===== src/rtl/xgs_spi_responder.sv =====
// xgs_spi_responder: SPI mode-0 slave emulating the XGS sensor register port.
// SPI pins are oversampled in the sys_clk domain. A frame is a 16-bit header
// ({byte_addr[14:0], rd}) followed by 16-bit data words with auto-increment.
// Ports:
//   sys_clk, sys_reset_n        : system clock, async active-low reset
//   spi_sclk/cs_n/sdout         : SPI inputs from the master (asynchronous)
//   spi_sdin, spi_sdin_oe       : read data to the master and its enable
//   reg_wr_valid/addr/data      : one-cycle mirror of every accepted write
//   addr_err, addr_err_clr      : sticky out-of-range flag and its clear
//   frame_cnt                   : number of frames whose header completed
module xgs_spi_responder #(
    parameter logic [14:0] BASE_ADDR = 15'h3000,
    parameter int unsigned REG_DEPTH = 64,
    parameter logic [15:0] RESET_VAL = 16'h0000
) (
    input  logic        sys_clk,
    input  logic        sys_reset_n,
    input  logic        spi_sclk,
    input  logic        spi_cs_n,
    input  logic        spi_sdout,
    output logic        spi_sdin,
    output logic        spi_sdin_oe,
    output logic        reg_wr_valid,
    output logic [14:0] reg_wr_addr,
    output logic [15:0] reg_wr_data,
    output logic        addr_err,
    input  logic        addr_err_clr,
    output logic [15:0] frame_cnt
);

    localparam int unsigned IDX_W     = (REG_DEPTH > 1) ? $clog2(REG_DEPTH) : 1;
    localparam int unsigned LAST_ADDR = 32'(BASE_ADDR) + 2 * REG_DEPTH - 2;

    typedef enum logic [1:0] {S_IDLE, S_HDR, S_WDATA, S_RDATA} state_t;

    function automatic logic in_range(input logic [14:0] a);
        return (32'(a) >= 32'(BASE_ADDR)) && (32'(a) <= LAST_ADDR);
    endfunction

    function automatic logic [IDX_W-1:0] reg_idx(input logic [14:0] a);
        logic [14:0] off;
        off = a - BASE_ADDR;
        return IDX_W'(off >> 1);
    endfunction

    state_t      r_state, w_state_next;
    logic [2:0]  r_sclk_sync, r_cs_sync;     // [1] synchronised, [2] previous
    logic [1:0]  r_sdo_sync;
    logic [3:0]  r_bit_cnt, r_fall_cnt;
    logic [14:0] r_shift_in, r_addr;
    logic [15:0] r_shift_out, r_frame_cnt, r_wr_data;
    logic [14:0] r_wr_addr;
    logic        r_hdr_seen, r_rd_started, r_sdin, r_sdin_oe, r_wr_valid, r_addr_err;
    logic [15:0] r_mem [REG_DEPTH];

    logic        w_cs_fall, w_cs_rise, w_rise, w_fall, w_sdo, w_last_bit;
    logic        w_hdr_done, w_wr_word, w_rd_fall, w_abort, w_rd_load, w_err_set;
    logic [15:0] w_word, w_hdr_rd, w_next_rd;
    logic [14:0] w_hdr_addr, w_addr_next;

    // Pin synchronisers; CS resets to its idle (high) level
    always_ff @(posedge sys_clk or negedge sys_reset_n) begin
        if (!sys_reset_n) begin
            r_sclk_sync <= '0;
            r_cs_sync   <= '1;
            r_sdo_sync  <= '0;
        end else begin
            r_sclk_sync <= {r_sclk_sync[1:0], spi_sclk};
            r_cs_sync   <= {r_cs_sync[1:0], spi_cs_n};
            r_sdo_sync  <= {r_sdo_sync[0], spi_sdout};
        end
    end

    // Edge detection; SCLK edges are qualified by an asserted chip select
    assign w_cs_fall  = r_cs_sync[2] & ~r_cs_sync[1];
    assign w_cs_rise  = ~r_cs_sync[2] & r_cs_sync[1];
    assign w_rise     = ~r_cs_sync[1] & r_sclk_sync[1] & ~r_sclk_sync[2];
    assign w_fall     = ~r_cs_sync[1] & ~r_sclk_sync[1] & r_sclk_sync[2];
    assign w_sdo      = r_sdo_sync[1];
    assign w_last_bit = (r_bit_cnt == 4'd15);
    assign w_word     = {r_shift_in, w_sdo};
    assign w_hdr_addr = {w_word[15:2], 1'b0};
    assign w_addr_next = r_addr + 15'd2;
    assign w_hdr_rd   = in_range(w_hdr_addr)  ? r_mem[reg_idx(w_hdr_addr)]  : 16'h0000;
    assign w_next_rd  = in_range(w_addr_next) ? r_mem[reg_idx(w_addr_next)] : 16'h0000;

    // A word boundary on the read side is the 16th fall after the first one
    assign w_rd_load  = w_rd_fall & r_rd_started & (r_fall_cnt == 4'd0);
    assign w_err_set  = (w_wr_word & ~in_range(r_addr))
                      | (w_hdr_done & w_word[0] & ~in_range(w_hdr_addr))
                      | (w_rd_load & ~in_range(w_addr_next));

    // FSM state register
    always_ff @(posedge sys_clk or negedge sys_reset_n) begin
        if (!sys_reset_n) r_state <= S_IDLE;
        else              r_state <= w_state_next;
    end

    // FSM next state and per-cycle control strobes; CS rising overrides all
    always_comb begin
        w_state_next = r_state;
        w_hdr_done   = 1'b0;
        w_wr_word    = 1'b0;
        w_rd_fall    = 1'b0;
        w_abort      = 1'b0;
        if (w_cs_rise) begin
            w_state_next = S_IDLE;
            w_abort      = 1'b1;
        end else begin
            case (r_state)
                S_IDLE:  if (w_cs_fall) w_state_next = S_HDR;
                S_HDR: begin
                    if (w_rise && w_last_bit) begin
                        w_hdr_done   = 1'b1;
                        w_state_next = w_word[0] ? S_RDATA : S_WDATA;
                    end
                end
                S_WDATA: if (w_rise && w_last_bit) w_wr_word = 1'b1;
                S_RDATA: if (w_fall) w_rd_fall = 1'b1;
                default: w_state_next = S_IDLE;
            endcase
        end
    end

    // Datapath: shifting, register file, read serialiser and status
    always_ff @(posedge sys_clk or negedge sys_reset_n) begin
        if (!sys_reset_n) begin
            r_bit_cnt    <= '0;
            r_fall_cnt   <= '0;
            r_shift_in   <= '0;
            r_shift_out  <= '0;
            r_addr       <= '0;
            r_hdr_seen   <= 1'b0;
            r_rd_started <= 1'b0;
            r_sdin       <= 1'b0;
            r_sdin_oe    <= 1'b0;
            r_wr_valid   <= 1'b0;
            r_wr_addr    <= '0;
            r_wr_data    <= '0;
            r_addr_err   <= 1'b0;
            r_frame_cnt  <= '0;
            for (int i = 0; i < int'(REG_DEPTH); i++) r_mem[i] <= RESET_VAL;
        end else begin
            r_wr_valid <= 1'b0;
            if (r_state == S_IDLE) begin
                r_bit_cnt  <= '0;
                r_hdr_seen <= 1'b0;
            end else if (w_rise) begin
                r_bit_cnt  <= r_bit_cnt + 4'd1;
                r_shift_in <= {r_shift_in[13:0], w_sdo};
            end

            if (w_hdr_done) begin
                r_addr     <= w_hdr_addr;
                r_hdr_seen <= 1'b1;
                if (w_word[0]) begin
                    r_shift_out  <= w_hdr_rd;
                    r_sdin_oe    <= 1'b1;
                    r_rd_started <= 1'b0;
                    r_fall_cnt   <= '0;
                end
            end

            if (w_wr_word) begin
                if (in_range(r_addr)) begin
                    r_mem[reg_idx(r_addr)] <= w_word;
                    r_wr_valid <= 1'b1;
                    r_wr_addr  <= r_addr;
                    r_wr_data  <= w_word;
                end
                r_addr <= w_addr_next;
            end

            if (w_rd_fall) begin
                r_fall_cnt   <= r_fall_cnt + 4'd1;
                r_rd_started <= 1'b1;
                if (w_rd_load) begin
                    r_addr      <= w_addr_next;
                    r_sdin      <= w_next_rd[15];
                    r_shift_out <= {w_next_rd[14:0], 1'b0};
                end else begin
                    r_sdin      <= r_shift_out[15];
                    r_shift_out <= {r_shift_out[14:0], 1'b0};
                end
            end

            if (w_abort) begin
                r_sdin    <= 1'b0;
                r_sdin_oe <= 1'b0;
                if (r_hdr_seen) r_frame_cnt <= r_frame_cnt + 16'd1;
            end

            // Set wins over clear
            r_addr_err <= w_err_set | (r_addr_err & ~addr_err_clr);
        end
    end

    assign spi_sdin     = r_sdin;
    assign spi_sdin_oe  = r_sdin_oe;
    assign reg_wr_valid = r_wr_valid;
    assign reg_wr_addr  = r_wr_addr;
    assign reg_wr_data  = r_wr_data;
    assign addr_err     = r_addr_err;
    assign frame_cnt    = r_frame_cnt;

endmodule


===== config.mk =====
export PLATFORM = sky130hd
export DESIGN_NAME = xgs_spi_responder
export DESIGN_NICKNAME = d
export VERILOG_FILES = /design/src/rtl/xgs_spi_responder.sv
export SDC_FILE = /design/constraint.sdc
export NUM_CORES = 2
export LEC_CHECK = 0
export CAP_MARGIN = 20
export CORE_MARGIN = 2
export CORE_UTILIZATION = 54
export DETAILED_ROUTE_END_ITERATION = 7
export PLACE_DENSITY = 0.81
export REMOVE_ABC_BUFFERS = 1
export SLEW_MARGIN = 15
export SYNTH_ARGS = -nofsm -noshare
export SYNTH_HDL_FRONTEND = slang
export SYNTH_SLANG_ARGS = --single-unit

===== constraint.sdc =====
create_clock -name sys_clk -period 13.5 [get_ports sys_clk]
set_input_delay 2.7 -clock sys_clk [delete_from_list [all_inputs] [get_ports sys_clk]]
set_output_delay 2.7 -clock sys_clk [all_outputs]
set_load 0.03 [all_outputs]

=== Yosys cells after proc, flatten, opt, wreduce, memory -nomap -nowiden ===
Index checks and enable logic that the tools add are counted.

* Bits in registers: 1141
* Input bits: 6
* Output and inout port bits: 51

* Add/subtract/negate cells: 7
* $lt $le $gt $ge: 10
* Equal/unequal tests: 6
* Multiplexer cells: 51
* Bitwise gates (word level): 28
* Reductions and logical operators: 21

{| class="wikitable"
|+ Operators with widths
! kind !! count
|-
| 1024-bit bitwise mux || 1
|-
| 16-bit binary-select mux with 6-bit select || 2
|-
| 16-bit 2-to-1 mux || 11
|-
| 16-bit demux with 6-bit select || 1
|-
| 15-bit 2-to-1 mux || 4
|-
| 15-bit by 14-bit greater-or-equal comparator with 1-bit output, second input constant || 3
|-
| 15-bit by 14-bit less-or-equal comparator with 1-bit output, second input constant || 3
|-
| 1-bit 2-to-1 mux || 23
|-
| 7-bit greater-or-equal comparator, second input constant || 3
|-
| 6-bit inverter with 7-bit output || 3
|-
| 7-bit by 1-bit subtractor with 7-bit output, second input constant || 3
|-
| 4-bit 2-to-1 mux || 5
|-
| 16-bit by 1-bit adder with 16-bit output, second input constant || 1
|-
| 15-bit by 2-bit adder with 15-bit output, second input constant || 1
|-
| 2-bit nonzero test || 7
|-
| 1-bit AND || 13
|-
| 2-bit AND reduction || 5
|-
| 1-bit inverter || 9
|-
| 4-bit by 1-bit adder with 4-bit output, second input constant || 2
|-
| 7-bit by 1-bit < comparator with 1-bit output, second input constant || 1
|-
| 2-bit 2-to-1 mux || 3
|-
| 3-bit inequality test, second input constant || 2
|-
| 1-bit logical AND || 5
|-
| 2-bit == test, second input constant || 2
|-
| 8 further kinds || 10
|}

=== Depth between registers and ports, before layout ===
* Depth after elaboration: 12
* Gate-level depth with buffers: 18
* Gate-level depth less buffers: 9

=== Worst setup path before layout ===
OpenSTA, ideal clock, no wires.

* Path kind: reg2reg
* Start point: reg r_addr[1]
* End point: reg r_shift_out[8]
* Setup time: 0.138 ns
* Arrival time: 4.526 ns
* Data required time: 13.362 ns
* Slack: 8.835 ns
* Stages on the path, launching flop included: 17
* Path buffers: 9
* Clock period less this slack: 4.665 ns
* Cells stage by stage: dfrtp_1 > buf_2 > buf_2 > buf_2 > buf_2 > clkinv_1 > clkbuf_1 > ha_1 > buf_2 > buf_2 > clkbuf_1 > clkbuf_1 > mux4_2 > a22oi_1 > a31oi_1 > nor4b_1 > o21ai_0

* Cells in the longest elaborated chain, start to end: 9
* Elaborated cells on any way between the ends: 12

{| class="wikitable"
|+ Ends and longest elaborated chain
! what !! RTL line !! RTL
|-
| from (decl) || 50 || <nowiki>logic [14:0] r_shift_in, r_addr;</nowiki>
|-
| from (signal assigned) || 154 || <nowiki>r_addr <= w_hdr_addr;</nowiki>
|-
| from (signal assigned) || 171 || <nowiki>r_addr <= w_addr_next;</nowiki>
|-
| from (signal assigned) || 178 || <nowiki>r_addr <= w_addr_next;</nowiki>
|-
| 15-bit by 2-bit adder with 15-bit output * || 83 || <nowiki>assign w_addr_next = r_addr + 15'd2;</nowiki>
|-
| 7-bit by 1-bit subtractor with 7-bit output || 42 || <nowiki>off = a - BASE_ADDR;</nowiki>
|-
| 6-bit inverter with 7-bit output (implied by the code) || 85 || <nowiki>assign w_next_rd = in_range(w_addr_next) ? r_mem[reg_idx(w_addr_next)] : 16'h0000;</nowiki>
|-
| 16-bit binary-select mux with 6-bit select || 85 ||
|-
| 16-bit 2-to-1 mux (implied by the code) (2 in a row) || 85 ||
|-
| 16-bit 2-to-1 mux * || 85 ||
|-
| 16-bit 2-to-1 mux * || 177 || <nowiki>if (w_rd_load) begin</nowiki>
|-
| 16-bit 2-to-1 mux * || 174 || <nowiki>if (w_rd_fall) begin</nowiki>
|-
| to (signal assigned) || 157 || <nowiki>r_shift_out <= w_hdr_rd;</nowiki>
|-
| to (signal assigned) || 180 || <nowiki>r_shift_out <= {w_next_rd[14:0], 1'b0};</nowiki>
|-
| to (signal assigned) || 183 || <nowiki>r_shift_out <= {r_shift_out[14:0], 1'b0};</nowiki>
|-
| to (decl) || 51 || <nowiki>logic [15:0] r_shift_out, r_frame_cnt, r_wr_data;</nowiki>
|}

Mark *: on every way between the ends. The rest lies on a longest branch, timed or not. The select of a mux whose other input is x is not followed.
A chain may end at the register's enable or synchronous reset.

=== Worst setup path after layout ===
* Start point: reg r_addr[1]
* End point: reg r_shift_out[15]

Same word-level chain as after synthesis.

==> qor.yml <==
status: "finished clean"
num-nets-final: 4122
num_vias: 40400
peakVddDrop_mv: 0.1377
final_antenna_net_count: 0
fp.dieW_um: 338.2
core_area_um2: 110700
pwr-share-clk: 0.402
ios: 57
cts_tree: "built"
remaining_drc_errors: 0
final_cell_mix: "1121 x dfrtp_1, 1076 x mux2_2, 472 x mux4_2"
die-area_um2: 114400
worst_setup_path_end_kind: "flop"
clock-sinks: 1141
cts_repair_resize_count: 0
min_period_over_period: 0.4183
overflow: 0
criticalPathCategory: "flop to flop"
netlist_area_um2: 60300
intPower_mw: 5.771
globalplace.congestion: 0.9763
crit_path_start_kind: "flop"
synth-edff-count: 0
synthFlopType: "dfrtp_1"
place_ws_ns: 7.960
grt_pass1_wl_mm: 272.6
synthCells: 4203
ys_top_cells_by_area: "dfrtp_1 47%, mux2_2 20%, mux4_2 18%, mux2i_1 3.0%, clkbuf_1 1.4%"
ys_async_sr_fraction: 1.000
clk_path_buf_depth: 3
fin_skew_ns: 0.03178
initial_core_util: 0.5449
min_path_type: "flop to flop"
clock.fmax_mhz: 177.1
seq_power_share: 0.430
first_pass_iters: 8
netlist.area_leader.share: 0.4723
clock_latency_ns: 0.73
antenna_found_initial: 10
critical_path_required_ns: 14.08
synth_top_cell_by_area: "dfrtp_1"
rsz0062_at_grt: "false"
switchingPower_mw: 2.417
worst_pin_slew_ns: 1.189
finalSetupViolCount: 0
maxCapViolations: 0
whs_ns: 0.3540
layout_commonest_cell: "dfrtp_1"
cts_hold_buf: 0
ys_types: 72
final.setup.tns_ns: 0
final.min_clock_period_ns: 5.648
ys_seq_elements: 1141
slew_headroom: 0.2075
finalHoldViolCount: 0
power_switching_share: 0.2952
first_iter_violations: 4897
crit_fanout: 129
viasPerCell: 7.099
post_cts_buffers: 0
cts_root_buffer: "clkbuf_16"
slew_violations: 0
cts_buffers: 117
seq_area_frac_synth: 0.4736
yosysWarnings: 0
cellLeakagePower_nw: 29.46
grt_pass1_vias: 41100
power_density_nw_per_um2: 123.8
row_count: 122
share_comb_of_total_power: 0.168
drive_gt1_frac: 0.4708
finalPower_mw: 8.189
routed_wl_mm: 180.1
cp.arrival_ns: 6.22
grt_usage: 0.3150
die_h_um: 338.2
area_growth_pct: 9.700
path_clk_slew_ns: 0.06
finalWorstSetupSlack_ns: 7.852
portBuffers: 56
dp.final_hpwl_mm: 108.4
htreeDepth: 3
wl_per_cell_um: 31.65
grt_max_degree: 179
avgSynthCellArea_um2: 14.35
fill_cells: 8144
routing by layer:
layer  up-vias  GRT usage  part of all wire
li1      15830          -                 -
met1     21270     0.4140              0.37
met2      2662     0.4669              0.45
met3       640     0.1051              0.12
met4         8     0.1655             0.059
met5         -          0           0.00029
kinds of logic after synthesis:
family / count (synthesis) / synth area share
AO/OA/AOI/OAI: 369 / 0.04065
XOR/XNOR: 31 / 0.004503
adder cells (fa/ha/maj): 8 / 0.001660
buffers and inverters: 418 / 0.03027
flip-flops: 1141 / 0.4736
multiplexers: 1728 / 0.4071
AND/OR/NAND/NOR: 508 / 0.04220
metrics by stage:
| step | area, um2 | instances | util |
|---|---|---|---|
| floorplan | 58530 | 3799 | - |
| global placement | 62140 | 5468 | 0.5615 |
| detailed placement | 62250 | 5476 | 0.5625 |
| CTS | 66130 | 5688 | 0.5975 |
| global route | 66140 | 5689 | 0.5977 |
| finish | 66150 | 5691 | 0.5977 |
worst max-delay path, stage by stage, from the launching register on:
cell	delay, ns
dfrtp_4	0.83
clkinv_1	0.14
buf_4	0.35
ha_4	0.75
buf_12	0.70
buf_4	0.82
mux4_2	0.60
mux4_2	0.54
a211o_1	0.32
o21ai_0	0.08
o21ai_0	0.10
sequential cells by signal (all words and copies together) (netlist names), 2 cells and up:
name         count
r_state          2
r_fall_cnt       4
reg_wr_data     16
r_sclk_sync      3
r_cs_sync        3
reg_wr_addr     15
r_sdo_sync       2
r_mem         1024
r_shift_in      15
frame_cnt       16
r_shift_out     16
r_bit_cnt        4
r_addr          15
cells in the mapped netlist, types with 4 or more instances:
master,n
a22oi_1,49
nand2b_1,11
o221ai_1,15
a211oi_1,8
buf_2,79
dfrtp_1,1138
a2111oi_0,6
buf_4,30
xnor2_1,20
nand4_1,11
mux4_2,472
nor2b_1,14
nand3_1,62
nand2_2,5
o2111ai_1,8
mux2_2,1076
inv_1,12
clkbuf_1,221
and2_1,8
buf_6,6
nor3_1,14
o21a_1,6
nand3_4,5
nand2_1,200
o22ai_1,32
buf_1,68
nor2_1,76
ha_1,8
mux2i_1,178
and4_1,4
xor2_1,11
a221oi_1,11
a31oi_1,19
nor2_2,56
o21ai_0,75
a21oi_1,77
o211ai_1,9
a222oi_1,5
or3_1,8
or2_2,6
and3_1,6
or4_1,5
o32ai_1,8
a22o_1,15
a211o_1,7
power by group through the flow:
stage	Sequential [mW]	Clock, mW	Combinational, mW
2_1_floorplan	3.82	0	0.807
3_3_place_gp	3.58	0	1.32
3_5_place_dp	3.58	0	1.33
4_1_cts	3.52	3.31	1.33
5_1_grt	3.52	3.46	1.41
6_report	3.52	3.29	1.37
path summary, 6_finish.rpt:
path,slack [ns],depth (start not counted),startpoint,to
worst max-delay path,7.85,10,r_addr[1],r_shift_out[15]
worst min-delay path,0.35,0,r_sdo_sync[0],r_sdo_sync[1]
worst max register to register,7.85,10,r_addr[1],r_shift_out[15]
worst min register to register,0.35,0,r_sdo_sync[0],r_sdo_sync[1]
max in group asynchronous,9.11,3,sys_reset_n,r_mem[195]
min in group asynchronous,2.03,1,sys_reset_n,r_mem[672]
cell type report:
type                            instances  area [um2]  area share
Multi-Input combinational cell       2644       30020      0.4538
Sequential cell                      1141       28590      0.4322
Clock buffer                          178        3447     0.05211
Tap cell                             1488        1862     0.02815
Timing Repair Buffer                  190        1740     0.02631
Clock inverter                         34       429.2    0.006488
Inverter                               14       55.05   0.0008322
Antenna cell                            2       5.005  0.00007566
No activity file was read; power rests on OpenSTA's default activity.
